$ cat src/rtl/sdmf_expand_pkg.sv
// sdmf_expand_pkg
//   Shared definitions for the SDMF expand/split block.
//   - state_t     : FSM states of sdmf_expand_split
//   - fdsti_out_w : width of the output frame time index ({input FDSTI, sub-frame index})
package sdmf_expand_pkg;

  typedef enum logic [2:0] {
    IDLE   = 3'd0,
    S_HDR  = 3'd1,
    S_DATA = 3'd2,
    S_GAP  = 3'd3,
    DRAIN  = 3'd4
  } state_t;

  function automatic int fdsti_out_w(input int fdsti_w, input int tam_w);
    return fdsti_w + tam_w;
  endfunction

endpackage

$ cat src/rtl/sdmf_expand_cnt.sv
// sdmf_expand_cnt
//   Word counter within a sub-frame and sub-frame index within a merged frame.
//   Ports:
//     clk, reset  : clock, synchronous active-high reset
//     clr         : start of a new merged frame, both counters return to 0
//     word_adv    : one input word accepted
//     sub_adv     : move on to the next sub-frame
//     word_cnt    : current word position inside the sub-frame
//     sub_idx     : current sub-frame index
//     last_word   : word_cnt is at the last word of a sub-frame
//     last_sub    : sub_idx is at the last sub-frame
module sdmf_expand_cnt
  import sdmf_expand_pkg::*;
#(
  parameter int SUB_WORDS_LOG2 = 4,
  parameter int O_TAM_WIDTH    = 4
) (
  input  logic                      clk,
  input  logic                      reset,
  input  logic                      clr,
  input  logic                      word_adv,
  input  logic                      sub_adv,
  output logic [SUB_WORDS_LOG2-1:0] word_cnt,
  output logic [O_TAM_WIDTH-1:0]    sub_idx,
  output logic                      last_word,
  output logic                      last_sub
);

  // word_cnt wraps to 0 naturally after the last word of a sub-frame, so the
  // next sub-frame starts at 0 without an explicit clear.
  always_ff @(posedge clk) begin
    if (reset || clr) begin
      word_cnt <= '0;
      sub_idx  <= '0;
    end else begin
      if (word_adv) word_cnt <= word_cnt + 1'b1;
      if (sub_adv)  sub_idx  <= sub_idx + 1'b1;
    end
  end

  assign last_word = &word_cnt;
  assign last_sub  = &sub_idx;

endmodule

$ cat src/rtl/sdmf_expand_split.sv
// sdmf_expand_split
//   Splits one merged SDMF frame (header + 2**O_TAM_WIDTH sub-frames of
//   2**SUB_WORDS_LOG2 words) into individual SDMF frames, each with its own
//   header pulse, FDSTI = {input FDSTI, sub_idx}, and narrowed payload.
//   Ports:
//     clk, reset                 : clock, synchronous active-high reset
//     SDMFi_d_*                  : merged input frame (header strobe + AXI-stream)
//     SDMFo_d_*                  : split output frames (header strobe + AXI-stream)
//     err_short / err_long       : sticky framing errors (tlast early / missing)
//     err_tag                    : sticky tag mismatch
//   Optional feature: define SDMF_EXPAND_TAGCHK_EN to build the tag checker,
//   which compares each word's tag field with the current sub-frame index.
//   Without it err_tag is constant 0.
module sdmf_expand_split
  import sdmf_expand_pkg::*;
#(
  parameter int I_FDSTI_WIDTH  = 28,
  parameter int I_FDSSI_WIDTH  = 12,
  parameter int O_TAM_WIDTH    = 4,
  parameter int I_DATA_WIDTH   = 24,
  parameter int O_DATA_WIDTH   = 16,
  parameter int SUB_WORDS_LOG2 = 4
) (
  input  logic                     clk,
  input  logic                     reset,
  input  logic                     SDMFi_d_frame_valid,
  input  logic                     SDMFi_d_FI_valid,
  input  logic [I_FDSTI_WIDTH-1:0] SDMFi_d_FDSTI,
  input  logic [I_FDSSI_WIDTH-1:0] SDMFi_d_FDSSI,
  input  logic                     SDMFi_d_tvalid,
  output logic                     SDMFi_d_tready,
  input  logic                     SDMFi_d_tlast,
  input  logic [I_DATA_WIDTH-1:0]  SDMFi_d_tdata,
  output logic                     SDMFo_d_frame_valid,
  output logic                     SDMFo_d_FI_valid,
  output logic [fdsti_out_w(I_FDSTI_WIDTH, O_TAM_WIDTH)-1:0] SDMFo_d_FDSTI,
  output logic [I_FDSSI_WIDTH-1:0] SDMFo_d_FDSSI,
  output logic                     SDMFo_d_tvalid,
  input  logic                     SDMFo_d_tready,
  output logic                     SDMFo_d_tlast,
  output logic [O_DATA_WIDTH-1:0]  SDMFo_d_tdata,
  output logic                     err_short,
  output logic                     err_long,
  output logic                     err_tag
);

  state_t                    state;
  logic [I_FDSTI_WIDTH-1:0]  fdsti_q;
  logic [I_FDSSI_WIDTH-1:0]  fdssi_q;
  logic                      short_q;
  logic [SUB_WORDS_LOG2-1:0] word_cnt;
  logic [O_TAM_WIDTH-1:0]    sub_idx;
  logic                      last_word;
  logic                      last_sub;
  logic                      in_hs;
  logic                      cnt_clr;
  logic                      word_adv;
  logic                      sub_adv;
  logic                      frame_end;

  // In S_DATA the input is wired straight to the output, so an input
  // handshake is simply input tvalid with output tready.
  assign in_hs     = SDMFi_d_tvalid && SDMFo_d_tready;
  assign cnt_clr   = (state == IDLE) && SDMFi_d_FI_valid;
  assign word_adv  = (state == S_DATA) && in_hs;
  assign sub_adv   = (state == S_GAP) && !short_q && !last_sub;
  // Only the very last word of the last sub-frame may carry input tlast.
  assign frame_end = last_word && last_sub;

  sdmf_expand_cnt #(
    .SUB_WORDS_LOG2(SUB_WORDS_LOG2),
    .O_TAM_WIDTH   (O_TAM_WIDTH)
  ) u_cnt (
    .clk      (clk),
    .reset    (reset),
    .clr      (cnt_clr),
    .word_adv (word_adv),
    .sub_adv  (sub_adv),
    .word_cnt (word_cnt),
    .sub_idx  (sub_idx),
    .last_word(last_word),
    .last_sub (last_sub)
  );

  // Control FSM with registered header/envelope outputs
  always_ff @(posedge clk) begin
    if (reset) begin
      state               <= IDLE;
      fdsti_q             <= '0;
      fdssi_q             <= '0;
      short_q             <= 1'b0;
      SDMFo_d_frame_valid <= 1'b0;
      SDMFo_d_FI_valid    <= 1'b0;
      err_short           <= 1'b0;
      err_long            <= 1'b0;
    end else begin
      case (state)
        IDLE: begin
          if (SDMFi_d_FI_valid) begin
            fdsti_q             <= SDMFi_d_FDSTI;
            fdssi_q             <= SDMFi_d_FDSSI;
            short_q             <= 1'b0;
            SDMFo_d_frame_valid <= 1'b1;
            SDMFo_d_FI_valid    <= 1'b1;
            state               <= S_HDR;
          end
        end
        S_HDR: begin
          SDMFo_d_FI_valid <= 1'b0;
          state            <= S_DATA;
        end
        S_DATA: begin
          if (in_hs) begin
            if (SDMFi_d_tlast && !frame_end) begin
              err_short           <= 1'b1;
              short_q             <= 1'b1;
              SDMFo_d_frame_valid <= 1'b0;
              state               <= S_GAP;
            end else if (last_word) begin
              SDMFo_d_frame_valid <= 1'b0;
              if (last_sub && !SDMFi_d_tlast) begin
                err_long <= 1'b1;
                state    <= DRAIN;
              end else begin
                state <= S_GAP;
              end
            end
          end
        end
        S_GAP: begin
          if (short_q || last_sub) begin
            state <= IDLE;
          end else begin
            SDMFo_d_frame_valid <= 1'b1;
            SDMFo_d_FI_valid    <= 1'b1;
            state               <= S_HDR;
          end
        end
        DRAIN: begin
          if (SDMFi_d_tvalid && SDMFi_d_tlast) state <= IDLE;
        end
        default: state <= IDLE;
      endcase
    end
  end

  assign SDMFo_d_FDSTI = {fdsti_q, sub_idx};
  assign SDMFo_d_FDSSI = fdssi_q;

  // Zero-latency data path; everything is forced to 0 outside S_DATA.
  always_comb begin
    SDMFi_d_tready = 1'b0;
    SDMFo_d_tvalid = 1'b0;
    SDMFo_d_tlast  = 1'b0;
    SDMFo_d_tdata  = '0;
    if (state == S_DATA) begin
      SDMFi_d_tready = SDMFo_d_tready;
      SDMFo_d_tvalid = SDMFi_d_tvalid;
      SDMFo_d_tlast  = SDMFi_d_tvalid && (last_word || SDMFi_d_tlast);
      SDMFo_d_tdata  = SDMFi_d_tdata[O_DATA_WIDTH-1:0];
    end else if (state == DRAIN) begin
      SDMFi_d_tready = 1'b1;
    end
  end

`ifdef SDMF_EXPAND_TAGCHK_EN
  logic err_tag_q;

  always_ff @(posedge clk) begin
    if (reset) begin
      err_tag_q <= 1'b0;
    end else if (word_adv &&
                 (SDMFi_d_tdata[O_DATA_WIDTH+O_TAM_WIDTH-1:O_DATA_WIDTH] != sub_idx)) begin
      err_tag_q <= 1'b1;
    end
  end

  assign err_tag = err_tag_q;
`else
  assign err_tag = 1'b0;
`endif

  // Tag bits (when unchecked) and the input envelope are not needed by the logic.
  logic unused_inputs;
  assign unused_inputs = ^{SDMFi_d_tdata[I_DATA_WIDTH-1:O_DATA_WIDTH], SDMFi_d_frame_valid};

endmodule

$ cat config.mk
export PLATFORM = sky130hd
export DESIGN_NAME = sdmf_expand_split
export DESIGN_NICKNAME = d
export VERILOG_FILES = /design/src/rtl/sdmf_expand_pkg.sv /design/src/rtl/sdmf_expand_cnt.sv /design/src/rtl/sdmf_expand_split.sv
export SDC_FILE = /design/constraint.sdc
export NUM_CORES = 1
export LEC_CHECK = 0
export CORE_MARGIN = 2
export CORE_UTILIZATION = 32
export CTS_CLUSTER_DIAMETER = 50
export DETAILED_ROUTE_END_ITERATION = 12
export GPL_TIMING_DRIVEN = 0
export PLACE_DENSITY = 0.8
export SETUP_SLACK_MARGIN = 0.2
export SLEW_MARGIN = 10
export SYNTH_ARGS = -nofsm -noshare
export SYNTH_HDL_FRONTEND = slang
export SYNTH_SLANG_ARGS = --single-unit
$ cat constraint.sdc
create_clock -name clk -period 2.92 [get_ports clk]
set_input_delay 0.584 -clock clk [delete_from_list [all_inputs] [get_ports clk]]
set_output_delay 0.584 -clock clk [all_outputs]
set_load 0.02 [all_outputs]
## Yosys cells after proc, flatten, opt, wreduce, memory -nomap -nowiden

Cells that the tools add are included.

| storage, ports and cells | value |
|---|---|
| bits in registers | 56 |
| output and inout port bits | 68 |
| logic and storage cells | 77 |

| operators by class | value |
|---|---|
| add/subtract/negate cells | 2 |
| equal/unequal tests | 10 |
| multiplexer cells | 24 |
| bitwise logic cells | 1 |
| reductions and logical operators | 30 |

Operator list:

| kind | count |
|---|---|
| $mux W3 | 6 |
| $mux W16 | 1 |
| $reduce_and A4 Y1 | 4 |
| $pmux W3 S5 | 1 |
| $mux W1 | 13 |
| $logic_and A1 B1 Y1 | 10 |
| $add A4 B1 Y4 const B | 2 |
| $ne A2 B2 Y1 const B | 4 |
| $reduce_and A8 Y1 | 1 |
| $eq A3 B2 Y1 const B | 2 |
| $pmux W1 S3 | 2 |
| $reduce_and A3 Y1 | 2 |
| $reduce_bool A3 Y1 | 2 |
| $reduce_and A5 Y1 | 1 |
| $logic_not A1 Y1 | 4 |
| $eq A3 B1 Y1 const B | 1 |
| $eq A3 B3 Y1 const B | 1 |
| $logic_not A3 Y1 | 1 |
| $logic_or A1 B1 Y1 | 3 |
| $ne A3 B2 Y1 const B | 1 |
| $ne A2 B1 Y1 const B | 1 |
| $pmux W1 S2 | 1 |
| $reduce_and A2 Y1 | 1 |
| $reduce_bool A2 Y1 | 1 |
| $not A1 Y1 | 1 |

## Depth between registers and ports, before layout

Gate-level depths: netlist of run 1.

| depth | value |
|---|---|
| word-level depth | 7 |
| depth in mapped cells | 6 |
| gate-level depth less buffers | 5 |

## Modules after synthesis

Synthesis of run 1 repeated with hierarchy kept, for this count alone.

| unflattened totals | value |
|---|---|
| cells, all modules | 295 |
| area total of the unflattened synthesis | 2359.8 µm² |

Modules (own cells, without submodules):

| module | times used | cells each | area an instance (µm²) | seq. area each (µm²) |
|---|---|---|---|---|
| sdmf_expand_split | 1 | 259 | 1994.4 | 960.9 |
| sdmf_expand_cnt | 1 | 36 | 365.4 | 160.2 |

## Worst setup path before layout of run 1

No wires, ideal clock.

| timing | value |
|---|---|
| path kind | register to output |
| start | register state[0] |
| end | output port SDMFo_d_tlast |
| arrival time | 1.312 ns |
| setup slack | 1.024 ns |
| stages on the path, launching flop included | 5 |
| buffers on the path | 1 |
| cells stage by stage | dfxtp_1 > buf_2 > nor3b_2 > and2_1 > nor2b_1 |

| between the ends | value |
|---|---|
| cells in the longest elaborated chain, start to end | 2 |

Ends and longest elaborated chain:

| item | RTL line | RTL |
|---|---|---|
| from (decl) | sdmf_expand_split.sv:47 | `state_t state;` |
| from (signal assigned) | sdmf_expand_split.sv:88 | `state <= IDLE;` |
| from (signal assigned) | sdmf_expand_split.sv:105 | `state <= S_HDR;` |
| from (signal assigned) | sdmf_expand_split.sv:110 | `state <= S_DATA;` |
| $eq A3 B2 Y1 | sdmf_expand_split.sv:156 | `if (state == S_DATA) begin` |
| $mux W1 | sdmf_expand_split.sv:156 |  |
| to (decl) | sdmf_expand_split.sv:40 | `output logic SDMFo_d_tlast,` |

No other way between the ends.

## Worst setup path after layout of run 1

| timing | value |
|---|---|
| start | input port SDMFi_d_tvalid |
| end | output port SDMFo_d_tlast |

| between the ends | value |
|---|---|
| cells in the longest elaborated chain, start to end | 2 |

Ends and longest elaborated chain:

| item | RTL line | RTL |
|---|---|---|
| from (decl) | sdmf_expand_split.sv:30 | `input logic SDMFi_d_tvalid,` |
| $logic_and A1 B1 Y1 | sdmf_expand_split.sv:159 | `SDMFo_d_tlast = SDMFi_d_tvalid && (last_word \|\| SDMFi_d_tlast);` |
| $mux W1 | sdmf_expand_split.sv:156 |  |

No other way between the ends.

==> impl_results.md, run 1 <==
- Leading area contributor after synthesis: dfxtp_1
- Hold Crit Class: flip-flop to flip-flop
- Area added between synthesis and finish: 66.1%
- Final WS setup: 0.262 ns
- Initial antenna violation count: 0
- Hold Fails Final Rpt: 0
- Cells after synthesis: 286
- Sequential cell area: 1120 um^2
- RSZ-0062 raised after global routing: false
- CTS tree: built
- Dominant cells by area after synthesis: dfxtp_1, nand2_1, a21oi_1
- Worst setup SP type: input port
- Clock transition at the registers of the reported paths: 0.09 ns
- Max-slew violations: 0
- Synth unique cells: 35
- Vias: 2341
- Sequential fraction of the synthesis area: 0.494
- Setup violation total in the final timing report: 0
- Most frequent cell after synthesis: nand2_1
- Die height: 88.2 um
- Number of routed nets with antenna violations: 0
- DR vias/cell: 4.52
- Syn nets: 359
- Clock Path Buffers: 2
- Congestion Overflow GR: 0
- Grt met3 use: 0.0532
- DRT iter0 DRCs: 106
- Commonest cells in the netlist: nand2_1, dfxtp_1, a21oi_1, and2_1, nor2_1
- Clock latency on the worst-skew pair: 0.31 ns
- Vias in the first global route: 2252
- Total GRT Usage: 0.157
- Data required time of the worst path: 2.34 ns
- Worst vdd ir: 0.427 mV
- Main synth FF type: dfxtp_1
- Post-synth EDFFs: 0
- # H-tree levels: 2
- Synth Warn #: 0
- HPWL after detailed placement: 4890 um
- Yosys top cell area share: 0.494
- CP endpoint kind: output pin
- Leakage: 1.46 nW
- Post-Syn Area: 2270 um^2
- Pre-CTS WS: 0.255 ns
- Syn avg cell area: 7.94 um^2
- Crit-path max FO: 6
- Initial core utilization: 0.332
- Final worst-path cycle share: 0.910
- First-pass GRT wire length: 9860 um
- Worst Setup Path Type: input port to output pin
- DRC viols: 0
- Max frequency: 376 MHz
- Full die area: 7790 um^2
- Arrival time worst endpoint: 2.07 ns
- Fillers: 667
- Ports: 139
- Final Critical Period: 2.66 ns
- Placement row count: 30
- Final Wtd Congestion: 0.772
- Multi-input gate area: 1050 um^2
- Share of cells above drive strength 1: 0.0664
- Drt wl/cell: 12.1 um
- FF+latch count, synth: 56
- Status: complete, no violations
- Busiest grt layer: met2
- Final nets: 494
- Number of I/O port buffers: 128
- Largest net degree at the start of global routing: 18
- Share of synthesized flip-flops with an asynchronous set or reset: 0
- Clock root cell: clkbuf_8
- WL final: 6290 um
- Pwr/cell area: 504 nW/um^2
- Max_cap viols: 0
- Met1 Resource Use GR: 0.178
- Die Width: 88.2 um
- CTS buffer count: 5
- GR Util met2: 0.288
- Antenna cells: 0
- Setup Skew: 0.0135 ns
- Drt pass-1 iters: 5
- Core area: 6830 um^2
- CTS sink cnt: 56
- Setup TNS: 0 ns
[kinds of logic (layout without fill, tap and decap cells)]
| kind of cell | after synthesis | in the layout | synth area share |
|---|---|---|---|
| buffers and inverters | 21 | 157 | 0.0446 |
| multiplexers | 2 | 2 | 0.00882 |
| flip-flops | 56 | 56 | 0.494 |
| AND/OR/NAND/NOR | 141 | 141 | 0.278 |
| XOR/XNOR | 5 | 5 | 0.0193 |
| other | 1 | 1 | 0.00165 |
| adder cells (fa/ha/maj) | 2 | 2 | 0.0110 |
| AO/OA/AOI/OAI | 58 | 58 | 0.143 |
[critical path, cell delays in order]
cell	delay [ns]
clkdlybuf4s50_1	0.57
and2_1	0.18
nor2b_1	0.12
clkdlybuf4s50_1	0.62
[routing by layer]
metal	vias to the layer above	part of all wire
met5	-	0
met4	0	0.0022
met3	2	0.085
met2	79	0.50
met1	1051	0.42
li1	1209	-
[cell type report]
class | count | share of cell area
Inverter | 2 | 0.00199
Sequential cell | 56 | 0.298
Buffer | 19 | 0.0249
Tap cell | 96 | 0.0318
Clock buffer | 5 | 0.0182
Multi-Input combinational cell | 209 | 0.278
Timing Repair Buffer | 128 | 0.336
Clock inverter | 3 | 0.0113
[cells in the final DEF (no fill, tap or decap), types with 2 or more instances in the layout]
master and n:
clkbuf_1 5, mux2i_1 2, nor2_1 17, a31oi_1 4
nor2b_1 2, xnor2_1 3, nand2_1 86, a21oi_1 44
and3_1 4, ha_1 2, dfxtp_1 55, nand4_1 2
nand2b_1 2, o21ai_0 2, and2_1 17, a211oi_1 2
clkdlybuf4s50_1 118, inv_1 2, buf_4 2, dlygate4sd2_1 10
clkbuf_8 5, xor2_1 2, nand3_1 5, buf_2 11
[state kept, by name (all words and copies together) (netlist names), 3 cells and up]
name / flops
SDMFo_d_FDSSI: 12
fdsti_q: 28
state: 3
u_cnt.sub_idx: 4
u_cnt.word_cnt: 4
[stage by stage]
stage          instance area [um^2]  instances  hold WS [ns]   util  power (mW)
2_1_floorplan                  2270        286         0.430      -        1.15
3_3_place_gp                   3670        510         0.439  0.538        1.42
3_5_place_dp                   3670        510         0.446  0.538        1.43
4_1_cts                        3770        518         0.459  0.552        1.93
5_1_grt                        3770        518         0.476  0.552        2.01
6_report                       3770        518         0.457  0.552        1.90
[final timing paths]
path	end	cells after the start	start	slack, ns
hold / removal	SDMFo_d_FDSSI[5]	2	SDMFo_d_FDSSI[5]	0.46
hold reg to reg	SDMFo_d_FDSSI[5]	2	SDMFo_d_FDSSI[5]	0.46
setup reg to reg	SDMFo_d_FDSSI[0]	6	state[0]	1.37
setup / recovery	SDMFo_d_tlast	4	SDMFi_d_tvalid	0.26
[power by group]
| group | switching, mW | internal, mW |
|---|---|---|
| clock | 0.245 | 0.254 |
| sequential | 0.0320 | 0.824 |
| combinational | 0.280 | 0.265 |
[repair_timing]
item | CTS | global route
endpoints found under the setup margin | 10 | 0
hold buffers | 0 | 0
hold endpoints to repair | 0 | 0
resized for setup | 11 | 0
setup buffers | 0 | 0
Power figures use the tool's default switching activity.
==> run 2, diff against run 1 <==
- clock period: 2.92 -> 3 ns (I/O delays scaled with it)
==> run 2 against run 1 <==
Critical path type unchanged; highest routed layer unchanged; via count increased by 0.73%; total power decreased by 2.6%; clock-buffer cell count unchanged.
==> impl_results.md, run 2 (synthesized netlist as in run 1, its figures left out) <==
- Status: complete, no violations (unchanged)
- Setup violation total in the final timing report: 0 (unchanged)
- CTS tree: built (unchanged)
- Setup Skew: 0.0121 ns (was 0.0135 ns)
- RSZ-0062 raised after global routing: false (unchanged)
- CP endpoint kind: output pin (unchanged)
- Final cell utilization of the core: 0.553 (was 0.552)
- Most frequent cells in the layout: clkdlybuf4s50_1, nand2_1, dfxtp_1 (unchanged)
- Die Width: 88.2 um (unchanged)
- Number of I/O port buffers: 128 (unchanged)
- Antenna cells: 0 (unchanged)
- Clock latency on the worst-skew pair: 0.30 ns (was 0.31 ns)
- Data required time of the worst path: 2.40 ns (was 2.34 ns)
- Biggest register: fdsti_q (unchanged)
- Placement row count: 30 (unchanged)
- Final worst-path cycle share: 0.897
- Hold Crit Class: flip-flop to flip-flop (unchanged)
- Ports: 139 (unchanged)
- Die height: 88.2 um (unchanged)
- Hold Fails Final Rpt: 0 (unchanged)
- Final Critical Period: 2.69 ns
- Worst Setup Path Type: input port to output pin (unchanged)
- Worst stage delay on the critical path: 0.62 ns (about the same)
- # H-tree levels: 2 (unchanged)
- CP bufs+invs: 2 (unchanged)
- CTS buffer count: 5 (unchanged)
- Vias: 2358 (was 2341)
- CTS sink cnt: 56 (unchanged)
- Vias in the first global route: 2256 (was 2252)
- Multi-input gate area: 1050 um^2 (unchanged)
- DR vias/cell: 4.55 (was 4.52)
- Pwr Total: 1.85 mW (was 1.90 mW)
- Post-CTS Setup Inserts: 0 (unchanged)
- WL final: 6310 um (was 6290 um)
- Area added between synthesis and finish: 66.4% (was 66.1%)
- DRT iter0 DRCs: 101 (was 106)
- Max_cap viols: 0 (unchanged)
- CTS resizes: 9 (was 11)
- Congestion Overflow GR: 0 (unchanged)
- HPWL after detailed placement: 4890 um (unchanged)
- Largest net degree at the start of global routing: 18 (unchanged)
- Cell mode on critical path: clkdlybuf4s50_1 (unchanged)
- Drt wl/cell: 12.2 um (was 12.1 um)
- Worst-path cell chain: clkdlybuf4s50_1, and2_1, nor2b_1, clkdlybuf4s50_1 (unchanged)
- Worst path slowest cell: clkdlybuf4s50_1 (unchanged)
- Drt pass-1 iters: 5 (unchanged)
- Arrival time worst endpoint: 2.09 ns (was 2.07 ns)
- Leakage: 1.48 nW (was 1.46 nW)
- Max-slew violations: 0 (unchanged)
- Max frequency: 372 MHz
- Initial antenna violation count: 0 (unchanged)
- Final nets: 494 (unchanged)
- First-pass GRT wire length: 9870 um (was 9860 um)
- Number of routed nets with antenna violations: 0 (unchanged)
- Slew HR: 0.666
- Sequential cell area: 1120 um^2 (unchanged)
- Pwr/cell area: 490 nW/um^2 (was 504 nW/um^2)
- Initial core utilization: 0.332 (unchanged)
- Setup TNS: 0 ns (unchanged)
- Core area: 6830 um^2 (unchanged)
- Fillers: 663 (was 667)
- DRC viols: 0 (unchanged)
- Crit-path max FO: 6 (unchanged)
- Final Wtd Congestion: 0.772 (unchanged)
- Worst setup SP type: input port (unchanged)
- Clock root cell: clkbuf_8 (unchanged)
- Worst vdd ir: 0.416 mV (was 0.427 mV)
- Clock transition at the registers of the reported paths: 0.09 ns (about the same)
- Delay-heaviest family, CP: buffers and inverters (unchanged)
- Max reg flops: 28 (unchanged)
- Tightest Pin Transition: 0.501 ns
- Hold buffer count at CTS: 0 (unchanged)
- Clock Path Buffers: 2 (unchanged)
- Most common cell after layout, fill and taps aside: clkdlybuf4s50_1 (unchanged)
- Total GRT Usage: 0.157 (about the same)
- Full die area: 7790 um^2 (unchanged)
- Share of cells above drive strength 1: 0.0664 (unchanged)
-- run 2: cell types whose count changed in the layout (fill, tap and decap cells not counted) --
cell	before	now
dlygate4sd2_1	10	8
dlymetal6s2s_1	0	2
-- run 2: final timing paths --
path                    start                to  slack, ns  cells past startpoint
min reg2reg  SDMFo_d_FDSSI[5]  SDMFo_d_FDSSI[5]       0.46                      2
max reg2reg  u_cnt.sub_idx[0]          state[0]       1.45                      5
min          SDMFo_d_FDSSI[5]  SDMFo_d_FDSSI[5]       0.46                      2
max            SDMFi_d_tvalid     SDMFo_d_tlast       0.31                      4
-- run 2: per-layer routing --
metal | global-route usage | share of wire
met2 | 0.288 | 0.50
met4 | 0.0303 | 0.0022
met1 | 0.179 | 0.41
met5 | 0 | 0
met3 | 0.0532 | 0.089
-- run 2: final cells by class --
cell class,count,share of cell area
multi-input cells,209,0.277
flip-flops and latches,56,0.297
clock inverters,3,0.0113
inverters,2,0.00199
well taps,96,0.0318
clock buffers,5,0.0182
repair buffers,128,0.338
plain buffers,19,0.0248
-- run 2: tightest hold or removal path, delay by kind of cell (launching register included) --
kind,cells,cell delay [ns]
DFF,1,0.32
and+or+nand+nor,1,0.05
AOI/OAI and AO/OA,1,0.05
-- run 2: power breakdown --
group	leakage [nW]	switching, mW	total [mW]	internal (mW)
sequential	0.459	0.0314	0.834	0.802
combinational	0.969	0.273	0.532	0.259
clock	0.0541	0.238	0.486	0.247
total	1.48	0.543	1.85	1.31
-- run 2: metrics by stage --
step	worst slack [ns]	std cells	cell area (um^2)	hold WS, ns
floorplan	1.09	286	2270	0.430
global placement	0.313	510	3670	0.439
detailed placement	0.303	510	3670	0.446
CTS	0.201	518	3770	0.459
global route	0.249	518	3780	0.476
finish	0.309	518	3780	0.457
==> run 3, diff against run 2 <==
- PLACE_DENSITY: 0.8 -> 0.71
- SLEW_MARGIN: 10 -> not set
==> run 3 against run 2 <==
Worst hold slack about the same; sequential power is essentially flat; via count fell by 1.1%; largest cell class unchanged; sequential share of layout area is 0.28 points lower; critical endpoint unchanged.
==> impl_results.md, run 3 (synthesized netlist as in run 1, its figures left out) <==
- Biggest register: fdsti_q (unchanged)
- Congestion Overflow GR: 0 (unchanged)
- Switching power: 0.552 mW (was 0.543 mW)
- Vias: 2332 (was 2358)
- Most common cell after layout, fill and taps aside: clkdlybuf4s50_1 (unchanged)
- Worst path slowest cell: clkdlybuf4s50_1 (unchanged)
- Cells on worst reg2reg path: 5 (unchanged)
- Hold Crit Class: flip-flop to flip-flop (unchanged)
- Largest net degree at the start of global routing: 18 (unchanged)
- CTS buffer count: 5 (unchanged)
- Number of I/O port buffers: 128 (unchanged)
- CP startpoint: SDMFi_d_tvalid (unchanged)
- Cell Area, Placed: 3670 um^2 (unchanged)
- Reg-to-Reg End: state[0] (unchanged)
- Crit-path max FO: 6 (unchanged)
- Ports: 139 (unchanged)
- Clock Path Buffers: 2 (unchanged)
- DR vias/cell: 4.50 (was 4.55)
- Drt pass-1 iters: 4 (was 5)
- Max reg flops: 28 (unchanged)
- Most frequent cells in the layout: clkdlybuf4s50_1, nand2_1, dfxtp_1 (unchanged)
- Worst Setup Path Type: input port to output pin (unchanged)
- Full die area: 7790 um^2 (unchanged)
- Max-slew violations: 0 (unchanged)
- Initial antenna violation count: 0 (unchanged)
- End of the critical path: SDMFo_d_tlast (unchanged)
- Area added between synthesis and finish: 68.0% (was 66.4%)
- HPWL after detailed placement: 4890 um (about the same)
- Delay-heaviest family, CP: buffers and inverters (unchanged)
- Setup Skew: 0.0104 ns (was 0.0121 ns)
- Final Critical Period: 2.71 ns (was 2.69 ns)
- Leakage: 1.59 nW (was 1.48 nW)
- Vias in the first global route: 2262 (was 2256)
- Placement row count: 30 (unchanged)
- R2R setup slack: 1.45 ns (about the same)
- Final worst-path cycle share: 0.903 (was 0.897)
- Data required time of the worst path: 2.40 ns (about the same)
- Power share of the clock group: 0.266 (was 0.262)
- Number of routed nets with antenna violations: 0 (unchanged)
- DRC viols: 0 (unchanged)
- Clock transition at the registers of the reported paths: 0.09 ns (about the same)
- First-pass GRT wire length: 10400 um (was 9870 um)
- Worst setup SP type: input port (unchanged)
- Final nets: 494 (unchanged)
- Setup TNS: 0 ns (unchanged)
- WL final: 6460 um (was 6310 um)
- Hold Fails Final Rpt: 0 (unchanged)
- Die Width: 88.2 um (unchanged)
- Pint: 1.32 mW (was 1.31 mW)
- DRT iter0 DRCs: 72 (was 101)
- Cell mode on critical path: clkdlybuf4s50_1 (unchanged)
- Max_cap viols: 0 (unchanged)
- Drt wl/cell: 12.5 um (was 12.2 um)
- RSZ-0062 raised after global routing: false (unchanged)
- Gate power share: 0.289 (was 0.287)
- Net Sw Frac: 0.295 (was 0.293)
- Share of cells above drive strength 1: 0.0640 (was 0.0664)
- Core area: 6830 um^2 (unchanged)
- Worst vdd ir: 0.349 mV (was 0.416 mV)
- Antenna cells: 0 (unchanged)
- Worst-path cell chain: clkdlybuf4s50_1, and2_1, nor2b_1, clkdlybuf4s50_1 (unchanged)
- Max frequency: 369 MHz (was 372 MHz)
- CTS tree: built (unchanged)
- Clock root cell: clkbuf_8 (unchanged)
- Worst stage delay on the critical path: 0.62 ns (about the same)
- Initial core utilization: 0.332 (unchanged)
- Crit. path cell count: 4 (unchanged)
- CP endpoint kind: output pin (unchanged)
- # H-tree levels: 2 (unchanged)
- Clock latency on the worst-skew pair: 0.31 ns (was 0.30 ns)
- Total GRT Usage: 0.163 (was 0.157)
- Die height: 88.2 um (unchanged)
- Final Wtd Congestion: 0.802 (was 0.772)
- Slew HR: 0.652 (was 0.666)
- CP bufs+invs: 2 (unchanged)
- Status: complete, no violations (unchanged)
- Pwr/cell area: 491 nW/um^2 (was 490 nW/um^2)
- Part of the power in registers: 0.445 (was 0.450)
- Design area: 3820 um^2 (was 3780 um^2)
- Arrival time worst endpoint: 2.11 ns (was 2.09 ns)
- CTS sink cnt: 56 (unchanged)
- Tightest Pin Transition: 0.523 ns (was 0.501 ns)
- Setup violation total in the final timing report: 0 (unchanged)
- Hold buffer count at CTS: 0 (unchanged)
- RR Startpoint: u_cnt.sub_idx[0] (unchanged)
[run 3: per-stage QoR]
step	total power, mW	hold slack [ns]	utilization	worst slack [ns]	std cells
after CTS	1.89	0.460	0.554	0.205	518
after detailed placement	1.39	0.446	0.538	0.298	510
final	1.87	0.457	0.559	0.292	518
after global routing	1.97	0.475	0.559	0.268	518
after global placement	1.39	0.442	0.538	0.317	510
after floorplan	1.12	0.430	-	1.09	286
[run 3: cell type report]
| class | count | area [um^2] |
|---|---|---|
| multi-input combinational | 209 | 1050 |
| fill | 665 | 3020 |
| timing repair buffer | 128 | 1310 |
| clock buffer | 6 | 72.6 |
| clock inverter | 2 | 38.8 |
| tap | 96 | 120 |
| inverter | 2 | 7.51 |
| sequential | 56 | 1120 |
| buffer | 19 | 93.8 |
[run 3: timing repair]
item,CTS,global route
setup endpoints to repair,10,10
buffers inserted,0,0
pin swaps,0,0
resized for setup,1,11
[run 3: power by group through the flow]
stage                     registers [mW]  clock network [mW]  logic [mW]
final                              0.834               0.498       0.541
after global routing               0.841               0.537       0.592
after CTS                          0.834               0.509       0.546
after detailed placement           0.851                   0       0.544
after global placement             0.848                   0       0.537
after floorplan                    0.913                   0       0.208
[run 3: worst register-to-register path, cell delays in order, from the launching register on]
cell and delay (ns):
dfxtp_1 0.37, ha_1 0.24, and3_1 0.25, nor2_2 0.22, nor2_1 0.08, a2111oi_2 0.27
[run 3: how the worst min path moves through the flow]
stage	endpoint	startpoint	cells after the start	slack, ns
6_report	SDMFo_d_FDSSI[5]	SDMFo_d_FDSSI[5]	2	0.46
5_1_grt	fdsti_q[20]	fdsti_q[20]	2	0.48
4_1_cts	SDMFo_d_FDSSI[5]	SDMFo_d_FDSSI[5]	2	0.46
3_5_place_dp	SDMFo_d_FDSSI[5]	SDMFo_d_FDSSI[5]	2	0.45
3_3_place_gp	SDMFo_d_FDSSI[4]	SDMFo_d_FDSSI[4]	2	0.44
2_1_floorplan	short_q	short_q	2	0.43
[run 3: per-layer routing]
| layer | wire length, um | GRT usage | vias to the layer above |
|---|---|---|---|
| li1 | - | - | 1204 |
| met1 | 2910 | 0.210 | 1049 |
| met2 | 3060 | 0.283 | 74 |
| met3 | 455 | 0.0429 | 5 |
| met4 | 34 | 0.0248 | 0 |
| met5 | 0 | 0 | - |
